[src/rtl/jtframe_hsize_pkg.sv]
// Shared types and helpers for the horizontal scaler configuration sequencer.
// The optional scale ramp (JTFRAME_HSIZE_RAMP_EN) uses scale_step from here.
package jtframe_hsize_pkg;

    localparam int unsigned SCALE_W  = 4;
    localparam int unsigned OFFSET_W = 5;
    localparam int unsigned STABLE_W = 4;
    localparam int unsigned HS_CNT_W = 10;

    typedef enum logic [1:0] {
        IDLE   = 2'd0,
        SETTLE = 2'd1,
        MUTE   = 2'd2,
        COMMIT = 2'd3
    } state_t;

    typedef struct packed {
        logic [SCALE_W-1:0]  scale;
        logic [OFFSET_W-1:0] offset;
        logic                enable;
    } hsize_cfg_t;

    // One signed step of cur toward tgt; never wraps because it stops at tgt.
    function automatic logic [SCALE_W-1:0] scale_step(
        input logic [SCALE_W-1:0] cur,
        input logic [SCALE_W-1:0] tgt
    );
        logic [SCALE_W-1:0] res;
        res = cur;
        if ($signed(cur) < $signed(tgt)) begin
            res = cur + SCALE_W'(1);
        end else if ($signed(cur) > $signed(tgt)) begin
            res = cur - SCALE_W'(1);
        end
        return res;
    endfunction

endpackage

[src/rtl/jtframe_hsize_wdog.sv]
// HS presence watchdog: video_ok drops after HS_TIMEOUT pixel ticks without
// an HS rising edge and returns on the next one.
module jtframe_hsize_wdog
    import jtframe_hsize_pkg::*;
#(
    parameter int unsigned HS_TIMEOUT = 1023
) (
    input  logic clk,
    input  logic rst_n,
    input  logic pxl_cen,
    input  logic hs_edge,
    output logic video_ok
);

    localparam logic [HS_CNT_W-1:0] TIMEOUT = HS_CNT_W'(HS_TIMEOUT);

    logic [HS_CNT_W-1:0] hs_cnt;

    // Saturating tick counter, cleared by every HS rising edge
    always_ff @(posedge clk or negedge rst_n) begin
        if (!rst_n) begin
            hs_cnt   <= '0;
            video_ok <= 1'b0;
        end else if (pxl_cen) begin
            if (hs_edge) begin
                hs_cnt   <= '0;
                video_ok <= 1'b1;
            end else if (hs_cnt != TIMEOUT) begin
                hs_cnt <= hs_cnt + HS_CNT_W'(1);
                if (hs_cnt + HS_CNT_W'(1) == TIMEOUT) begin
                    video_ok <= 1'b0;
                end
            end
        end
    end

endmodule

[src/rtl/jtframe_hsize_ctrl.sv]
// Frame-synchronous commit of scaler scale/offset/enable with mute and HS watchdog.
// Define JTFRAME_HSIZE_RAMP_EN to ramp scale one step per VS edge instead of jumping.
module jtframe_hsize_ctrl
    import jtframe_hsize_pkg::*;
#(
    parameter int unsigned STABLE_FRAMES = 2,
    parameter int unsigned HS_TIMEOUT    = 1023
) (
    input  logic                clk,
    input  logic                rst_n,
    input  logic                pxl_cen,
    input  logic                HS,
    input  logic                VS,
    input  logic [SCALE_W-1:0]  req_scale,
    input  logic [OFFSET_W-1:0] req_offset,
    input  logic                req_enable,
    output logic [SCALE_W-1:0]  scale,
    output logic [OFFSET_W-1:0] offset,
    output logic                enable,
    output logic                mute,
    output logic                busy,
    output logic                video_ok
);

    localparam logic [STABLE_W-1:0] STABLE_LIM = STABLE_W'(STABLE_FRAMES);

    state_t              state_q, state_nx;
    logic [STABLE_W-1:0] cnt_q, cnt_nx;
    hsize_cfg_t          cand_q, cand_nx;
    hsize_cfg_t          cur_q, cur_nx;
    hsize_cfg_t          req_w;
    logic                mute_q, mute_nx;
    logic                busy_q, busy_nx;
    logic                hsl_q, vsl_q;
    logic                hs_edge, vs_edge;

    assign req_w   = {req_scale, req_offset, req_enable};
    assign hs_edge = pxl_cen & HS & ~hsl_q;
    assign vs_edge = pxl_cen & VS & ~vsl_q;

    jtframe_hsize_wdog #(
        .HS_TIMEOUT (HS_TIMEOUT)
    ) u_wdog (
        .clk      (clk),
        .rst_n    (rst_n),
        .pxl_cen  (pxl_cen),
        .hs_edge  (hs_edge),
        .video_ok (video_ok)
    );

    // Sync edge registers
    always_ff @(posedge clk or negedge rst_n) begin
        if (!rst_n) begin
            hsl_q <= 1'b0;
            vsl_q <= 1'b0;
        end else if (pxl_cen) begin
            hsl_q <= HS;
            vsl_q <= VS;
        end
    end

    always_ff @(posedge clk or negedge rst_n) begin
        if (!rst_n) begin
            state_q <= IDLE;
            cnt_q   <= '0;
            cand_q  <= '0;
            cur_q   <= '0;
            mute_q  <= 1'b0;
            busy_q  <= 1'b0;
        end else begin
            state_q <= state_nx;
            cnt_q   <= cnt_nx;
            cand_q  <= cand_nx;
            cur_q   <= cur_nx;
            mute_q  <= mute_nx;
            busy_q  <= busy_nx;
        end
    end

    // A request change always beats a coincident VS edge and restarts settling
    always_comb begin
        state_nx = state_q;
        cnt_nx   = cnt_q;
        cand_nx  = cand_q;
        cur_nx   = cur_q;
        mute_nx  = mute_q;
        if (pxl_cen) begin
            if (req_w != cand_q) begin
                cand_nx = req_w;
                if (state_q != IDLE || req_w != cur_q) begin
                    cnt_nx   = '0;
                    state_nx = SETTLE;
                end
            end else if (vs_edge) begin
                case (state_q)
                    SETTLE: begin
                        cnt_nx = cnt_q + STABLE_W'(1);
                        if (cnt_nx == STABLE_LIM) begin
                            mute_nx  = 1'b1;
                            state_nx = MUTE;
                        end
                    end
                    MUTE: begin
                        cur_nx = cand_q;
`ifdef JTFRAME_HSIZE_RAMP_EN
                        cur_nx.scale = scale_step(cur_q.scale, cand_q.scale);
`endif
                        state_nx = COMMIT;
                    end
                    COMMIT: begin
`ifdef JTFRAME_HSIZE_RAMP_EN
                        if (cur_q.scale != cand_q.scale) begin
                            cur_nx.scale = scale_step(cur_q.scale, cand_q.scale);
                        end else begin
                            mute_nx  = 1'b0;
                            state_nx = IDLE;
                        end
`else
                        mute_nx  = 1'b0;
                        state_nx = IDLE;
`endif
                    end
                    default: ;
                endcase
            end
        end
        busy_nx = (state_nx != IDLE);
    end

    assign scale  = cur_q.scale;
    assign offset = cur_q.offset;
    assign enable = cur_q.enable & video_ok;
    assign mute   = mute_q;
    assign busy   = busy_q;

endmodule

[config.mk]
export PLATFORM = sky130hd
export DESIGN_NAME = jtframe_hsize_ctrl
export DESIGN_NICKNAME = d
export VERILOG_FILES = /design/src/rtl/jtframe_hsize_pkg.sv /design/src/rtl/jtframe_hsize_wdog.sv /design/src/rtl/jtframe_hsize_ctrl.sv
export SDC_FILE = /design/constraint.sdc
export NUM_CORES = 1
export LEC_CHECK = 0
export ABC_AREA = 1
export BUFFER_PORTS_ARGS = -buffer_cell sky130_fd_sc_hd__clkbuf_2
export CORE_UTILIZATION = 35
export DETAILED_ROUTE_END_ITERATION = 8
export GPL_TIMING_DRIVEN = 0
export PLACE_DENSITY = 0.55
export SLEW_MARGIN = 20
export SYNTH_ARGS = -nofsm -noshare
export SYNTH_HDL_FRONTEND = slang
export SYNTH_HIERARCHICAL = 1
export SYNTH_SLANG_ARGS = --single-unit
[constraint.sdc]
create_clock -name clk -period 1.4 [get_ports clk]
set_input_delay 0.14 -clock clk [delete_from_list [all_inputs] [get_ports clk]]
set_output_delay 0.14 -clock clk [all_outputs]
set_load 0.02 [all_outputs]
==> results.tsv, run 1 <==
metric	value	unit
setup_viol	38	
synth_top_family_by_area	simple AND/OR/NAND/NOR gates	
cp_slowest_stage_delay	0.40	ns
synth-edff-count	0	
vias	2273	
design.die.area	7590	um2
violations	setup timing	
ys_types	29	
clk_latency	0.30	ns
synthCells	351	
initialDrtViolationCount	76	
hold_depth	3	
cts_buffer_depth	2	
async_flop_share	100	%
syn_nets	370	
antenna-diode-count	0	
final_nets	433	
ctsHtreeMaxLevel	2	
synthAdderAreaFrac	1.97	%
cp_top_family	simple AND/OR/NAND/NOR gates	
layout_worst_path_cycle_share	111	%
ir_worst_vdd	0.609	mV
clkTransAtPathRegs	0.09	ns
drv_cap	0	
yosysWarningCount	6	
drv_slew	0	
syn2layout_area_growth	39.0	%
ff2ff_setup_slack	-0.16	ns
grt_setup_unrepaired	yes	
cts-buffers-inserted	5	
routed_wl	5690	um
critPathSlowestCell	dfrtp_1	
muxShareOfSynthArea	0	%
leakagePower	1.74	nW
grt_max_degree	42	
max_clock_freq	641	MHz
initial_core_util	36.7	%
synth_xor_area_share	2.42	%
syn-mean-instance-area	7.23	um2
grt_pass1_wl	9480	um
io-pin-count	28	
cp_num_buf_inv	2	
port_buffers	27	
wl_per_cell	11.1	um
final_layout_size_suffix_gt1_share	39.8	%
row_count	30	
whs_endpoint	hsl_q	
cp_cell_sequence	inv_2 -> nand2_1 -> nand2_1 -> nor2_2 -> nand2_2 -> nor2_4 -> nand2_4 -> nor2_8 -> nand2_8 -> buf_6 -> nand2_1 -> o21ai_2	
first_pass_iters	4	
cts_num_sinks	41	
hold_viol	0	
layout_min_cycle_time	1.56	ns
die_h	87.1	um
synth.cell_area	2540	um2
critical_path_required	1.60	ns
timing.rr.end	scale[2]	
clockRootBuffer	clkbuf_8	
grt_remaining_overflow	0	
tightest_slew	0.589	ns
cp_common_cell	nand2_1	
ys.flop_type	dfrtp_1	
antenna_found_initial	0	
grt_pass1_vias	2014	
arrival	1.76	ns
drc	0	
worstSetupStartpointType	flop	
fin_skew	0.0106	ns
p_per_area	922	nW/um2
status	complete, but fails checks	
fillerInstances	679	
power	3.25	mW
end_kind	flop	
synth-simple-area-share	33.6	%
core_area	6910	um2
reg2reg_depth	12	
synth-compound-area-share	9.47	%
die_x	87.1	um
crit_fanout	6	
hp-start	HS	
synth_seq_cells	41	
dp.final_hpwl	3720	um
gp_routability_congestion	0.837	
hold_path.class	input pin to flop	
drt-vias-per-instance	4.45	
max_slew_margin	60.7	%
cts_tree	done	
placed_cells	474	
critPathKind	flop to flop	
grt_use_total	16.4	%
synth-seq-area-share	40.5	%
ant_nets	0	
stdcell_count	511	
rr_startpoint	cand_q[2]	
worst_slack	-0.160	ns
worst min-delay path, cell delays in order:
cell      delay (ns)
clkbuf_2        0.07
nand2_1         0.06
nand2_1         0.07
stage by stage:
step                      util, %  area [um2]  TNS [ns]  setup slack, ns  hold slack [ns]
final                        51.0        3520     -3.77           -0.160           0.0737
after global routing         51.0        3520     -7.14           -0.252           0.0783
after CTS                    48.3        3340     -4.21           -0.183           0.0647
after detailed placement     40.6        2810     -8.56           -0.357            0.218
after global placement       40.6        2800     -8.09           -0.296            0.370
after floorplan                 -        2550   -0.0488          -0.0280           -0.156
cell type report:
| cell class | count | area [um2] | share of cell area, % |
|---|---|---|---|
| inverter | 54 | 213 | 6.03 |
| timing repair buffer | 56 | 420 | 11.9 |
| tap | 96 | 120 | 3.41 |
| clock inverter | 3 | 68.8 | 1.95 |
| buffer | 14 | 130 | 3.69 |
| sequential | 41 | 1030 | 29.1 |
| multi-input combinational | 242 | 1480 | 41.9 |
| clock buffer | 5 | 68.8 | 1.95 |
layer usage:
layer | global-route usage, % | routed length [um] | vias up
li1 | - | - | 1200
met1 | 22.1 | 2710 | 1027
met2 | 26.1 | 2690 | 40
met3 | 3.51 | 213 | 6
met4 | 5.51 | 75 | 0
met5 | 0 | 0 | -
registers in the layout, summed over array words and instances, names as in the netlist:
signal and cells:
mute 1, u_wdog/hs_cnt 10, vsl_q 1, cur_q 1, cand_q 10, offset 5
state_q 2, u_wdog/video_ok 1, cnt_q 4, busy 1, scale 4, hsl_q 1
cells in the mapped netlist, types with 2 or more instances:
library cell / count / area [um2]
o21ai_2: 11 / 96.3
nand2_2: 3 / 18.8
nand3_1: 19 / 95.1
nand2_4: 2 / 22.5
nand2_1: 132 / 495
ha_1: 4 / 50.1
o22ai_1: 8 / 50.1
xor2_1: 2 / 17.5
buf_2: 2 / 10.0
inv_2: 5 / 18.8
nand4_1: 4 / 25.0
buf_6: 2 / 22.5
xnor2_1: 5 / 43.8
nor2_4: 3 / 33.8
dfrtp_1: 41 / 1030
nor2_2: 3 / 18.8
o21ai_0: 14 / 70.1
inv_1: 49 / 184
buf_4: 9 / 67.6
nor2_1: 24 / 90.1
cells by family (layout without fill, tap and decap cells):
logic type	Yosys count	after routing
xor+xnor	7	7
flops	41	41
buf+inv	68	132
simple gates	195	195
fa+ha+maj	4	4
compound gates	36	36
where the power goes:
part / leakage [nW] / switching, mW / internal (mW)
registers: 0.524 / 0.101 / 1.26
logic: 1.15 / 0.394 / 0.310
clock network: 0.0687 / 0.462 / 0.718
total: 1.74 / 0.958 / 2.29
worst max-delay path by stage:
| stage | from | end | slack (ns) | cells past startpoint |
|---|---|---|---|---|
| finish | cand_q[2] | scale[2] | -0.16 | 12 |
| global route | cand_q[2] | offset[2] | -0.25 | 12 |
| CTS | cand_q[3] | scale[1] | -0.18 | 12 |
| detailed placement | cand_q[2] | cand_q[2] | -0.36 | 8 |
| global placement | cand_q[2] | cand_q[4] | -0.30 | 8 |
| floorplan | cand_q[9] | scale[3] | -0.03 | 10 |
cell usage in the layout (no fill, tap or decap), types with 4 or more instances in the layout:
cell type    n
inv_1       39
inv_2       12
nand2_1    111
buf_6       10
nor2_1      18
clkbuf_8     5
clkbuf_2    26
xnor2_1      5
nand3_1     15
nor2_2       5
o21ai_1     10
o22ai_2      8
nor2_4       7
buf_4       27
o21ai_2     13
nand2_2     19
nand4_1      4
dfrtp_1     40
nand2_4      5
repair_timing:
action,4_1_cts,5_1_grt
hold buffers,1,0
hold endpoints to repair,41,0
pin swaps,21,28
gates cloned,2,0
resized for setup,62,42
endpoints found under the setup margin,38,39
buffers inserted,22,4
Note: power is estimated with default switching activity, not from simulation.
==> inputs of run 2 (changes only) <==
Settings changed: BUFFER_PORTS_ARGS -buffer_cell sky130_fd_sc_hd__clkbuf_2 to -buffer_cell sky130_fd_sc_hd__buf_2.
==> run 2 against run 1 <==
- the flow still finishes with violations (setup timing)
- first-iteration DRC count up 21%
- fmax up 1.5%
- die area unchanged
==> results.tsv, run 2 (same netlist as run 1, synthesis figures left out) <==
metric	value	unit	change
hold_ws	0.0823	ns	+0.00858 ns
cts_num_sinks	41		unchanged
fin_skew	0.00587	ns	-0.00475 ns
grt_use_total	16.2	%	-0.12 points
syn2layout_area_growth	35.3	%	
clk_latency	0.29	ns	about the same
violations	setup timing		
die_x	87.1	um	unchanged
status	complete, but fails checks		
place_area	2800	um2	about the same
final_layout_size_suffix_gt1_share	40.0	%	+0.24 points
ir_worst_vdd	0.588	mV	-3.5%
design_area	3430	um2	-2.6%
die_h	87.1	um	unchanged
worst_slack	-0.136	ns	+0.0237 ns
wl_per_cell	11.2	um	+0.28%
drv_slew	0		unchanged
fillerInstances	712		+4.9%
max_slew_margin	66.9	%	+6.2 points
row_count	30		unchanged
initial_core_util	36.7	%	unchanged
initialDrtViolationCount	92		+21%
stdcell_count	511		unchanged
grt_pass1_wl	9520	um	+0.37%
p_per_area	841	nW/um2	-8.8%
grt_setup_unrepaired	yes		
core_area	6910	um2	unchanged
cts-buffers-inserted	5		unchanged
setup_viol	38		unchanged
layout_min_cycle_time	1.54	ns	-0.0237 ns
end_kind	flop		
dp.final_hpwl	3720	um	-0.22%
antenna_found_initial	0		unchanged
layout_common_cells	106 x nand2_1, 40 x inv_1, 37 x dfrtp_1, 30 x buf_4, 28 x buf_2		
antenna-diode-count	0		unchanged
placed_cells	474		unchanged
drc	0		unchanged
final_nets	433		unchanged
gp_routability_congestion	0.840		+0.35%
cts_buffer_depth	2		unchanged
worstSetupStartpointType	flop		
fin_tns_setup	-3.47	ns	+0.303 ns
port_buffers	27		unchanged
leakagePower	1.72	nW	-1.4%
ctsHtreeMaxLevel	2		unchanged
hold_viol	0		unchanged
layout_worst_path_cycle_share	110	%	-1.7 points
vias	2260		-0.57%
critPathKind	flop to flop		
drt-vias-per-instance	4.42		-0.57%
clkTransAtPathRegs	0.08	ns	about the same
tightest_slew	0.496	ns	-0.0926 ns
routed_wl	5710	um	+0.28%
max_clock_freq	651	MHz	+1.5%
grt_pass1_vias	2052		+1.9%
io-pin-count	28		unchanged
cts_tree	done		
design.die.area	7590	um2	unchanged
arrival	1.73	ns	-0.03 ns
grt_remaining_overflow	0		unchanged
ant_nets	0		unchanged
clockRootBuffer	clkbuf_8		
grt_max_degree	42		unchanged
hold_path.class	input pin to flop		
final_common_cell	nand2_1		
critical_path_required	1.59	ns	about the same
first_pass_iters	4		unchanged
crit_fanout	5		-1
ff2ff_setup_slack	-0.14	ns	+0.02 ns
drv_cap	0		unchanged
==> run 2: cell count changes in the layout (fill, tap and decap cells not counted), sizes merged <==
cell    change
inv         -1
bufinv      -2
buf        +26
clkinv      +1
clkbuf     -24
==> run 2: cell type report <==
class | count | area (um2) | share of cell area, %
Timing Repair Buffer | 56 | 418 | 12.2
Multi-Input combinational cell | 242 | 1430 | 41.5
Buffer | 14 | 129 | 3.76
Tap cell | 96 | 120 | 3.50
Sequential cell | 41 | 1030 | 30.0
Clock inverter | 1 | 5.00 | 0.146
Clock buffer | 7 | 96.3 | 2.81
Inverter | 54 | 208 | 6.05
==> run 2: report_power, final <==
part	switching, mW	internal (mW)	total, mW	leakage (nW)
clock network	0.431	0.446	0.877	0.0542
logic	0.360	0.284	0.644	1.14
registers	0.100	1.26	1.36	0.520
total	0.891	1.99	2.89	1.72
==> run 2: what timing repair did <==
| action | 4_1_cts | 5_1_grt |
|---|---|---|
| hold buffers | 0 | 1 |
| pin swaps | 12 | 28 |
| cloned | 2 | 0 |
| resized for setup | 42 | 44 |
| endpoints found under the setup margin | 38 | 39 |
| setup buffers | 16 | 9 |
| hold endpoints to repair | 0 | 18 |
==> run 2: metrics by stage <==
stage                     utilization, %  power [mW]  setup slack (ns)
final                               49.7        2.89            -0.136
after global routing                49.7        3.06            -0.233
after CTS                           46.4        2.79            -0.205
after detailed placement            40.6        1.78            -0.336
after global placement              40.6        1.77            -0.299
after floorplan                        -        1.65           -0.0280
==> run 2: path summary, 6_finish.rpt <==
path	depth (start not counted)	startpoint	to
hold reg to reg	2	cnt_q[3]	cnt_q[3]
min in group asynchronous	2	rst_n	offset[2]
max in group asynchronous	3	rst_n	u_wdog/hs_cnt[0]
setup reg to reg	11	cand_q[3]	scale[1]
setup / recovery	11	cand_q[3]	scale[1]
hold / removal	3	HS	hsl_q
==> run 2: worst max-delay path: stages (launching register included) <==
cell and delay, ns:
dfrtp_1 0.41, nand2_1 0.10, nand2_2 0.08, nor2_4 0.11, nand2_2 0.08, nor2_4 0.10, nand2_4 0.08, nor2_8 0.12
nand2_8 0.09, buf_8 0.16, nand2_2 0.05, o21ai_2 0.04
==> run 2: per-layer routing <==
metal	vias to the layer above	wire, um	GRT usage, %
met3	7	181	2.94
met4	0	67	5.07
met1	1019	2810	23.3
li1	1200	-	-
met5	-	0	0
met2	34	2650	24.8
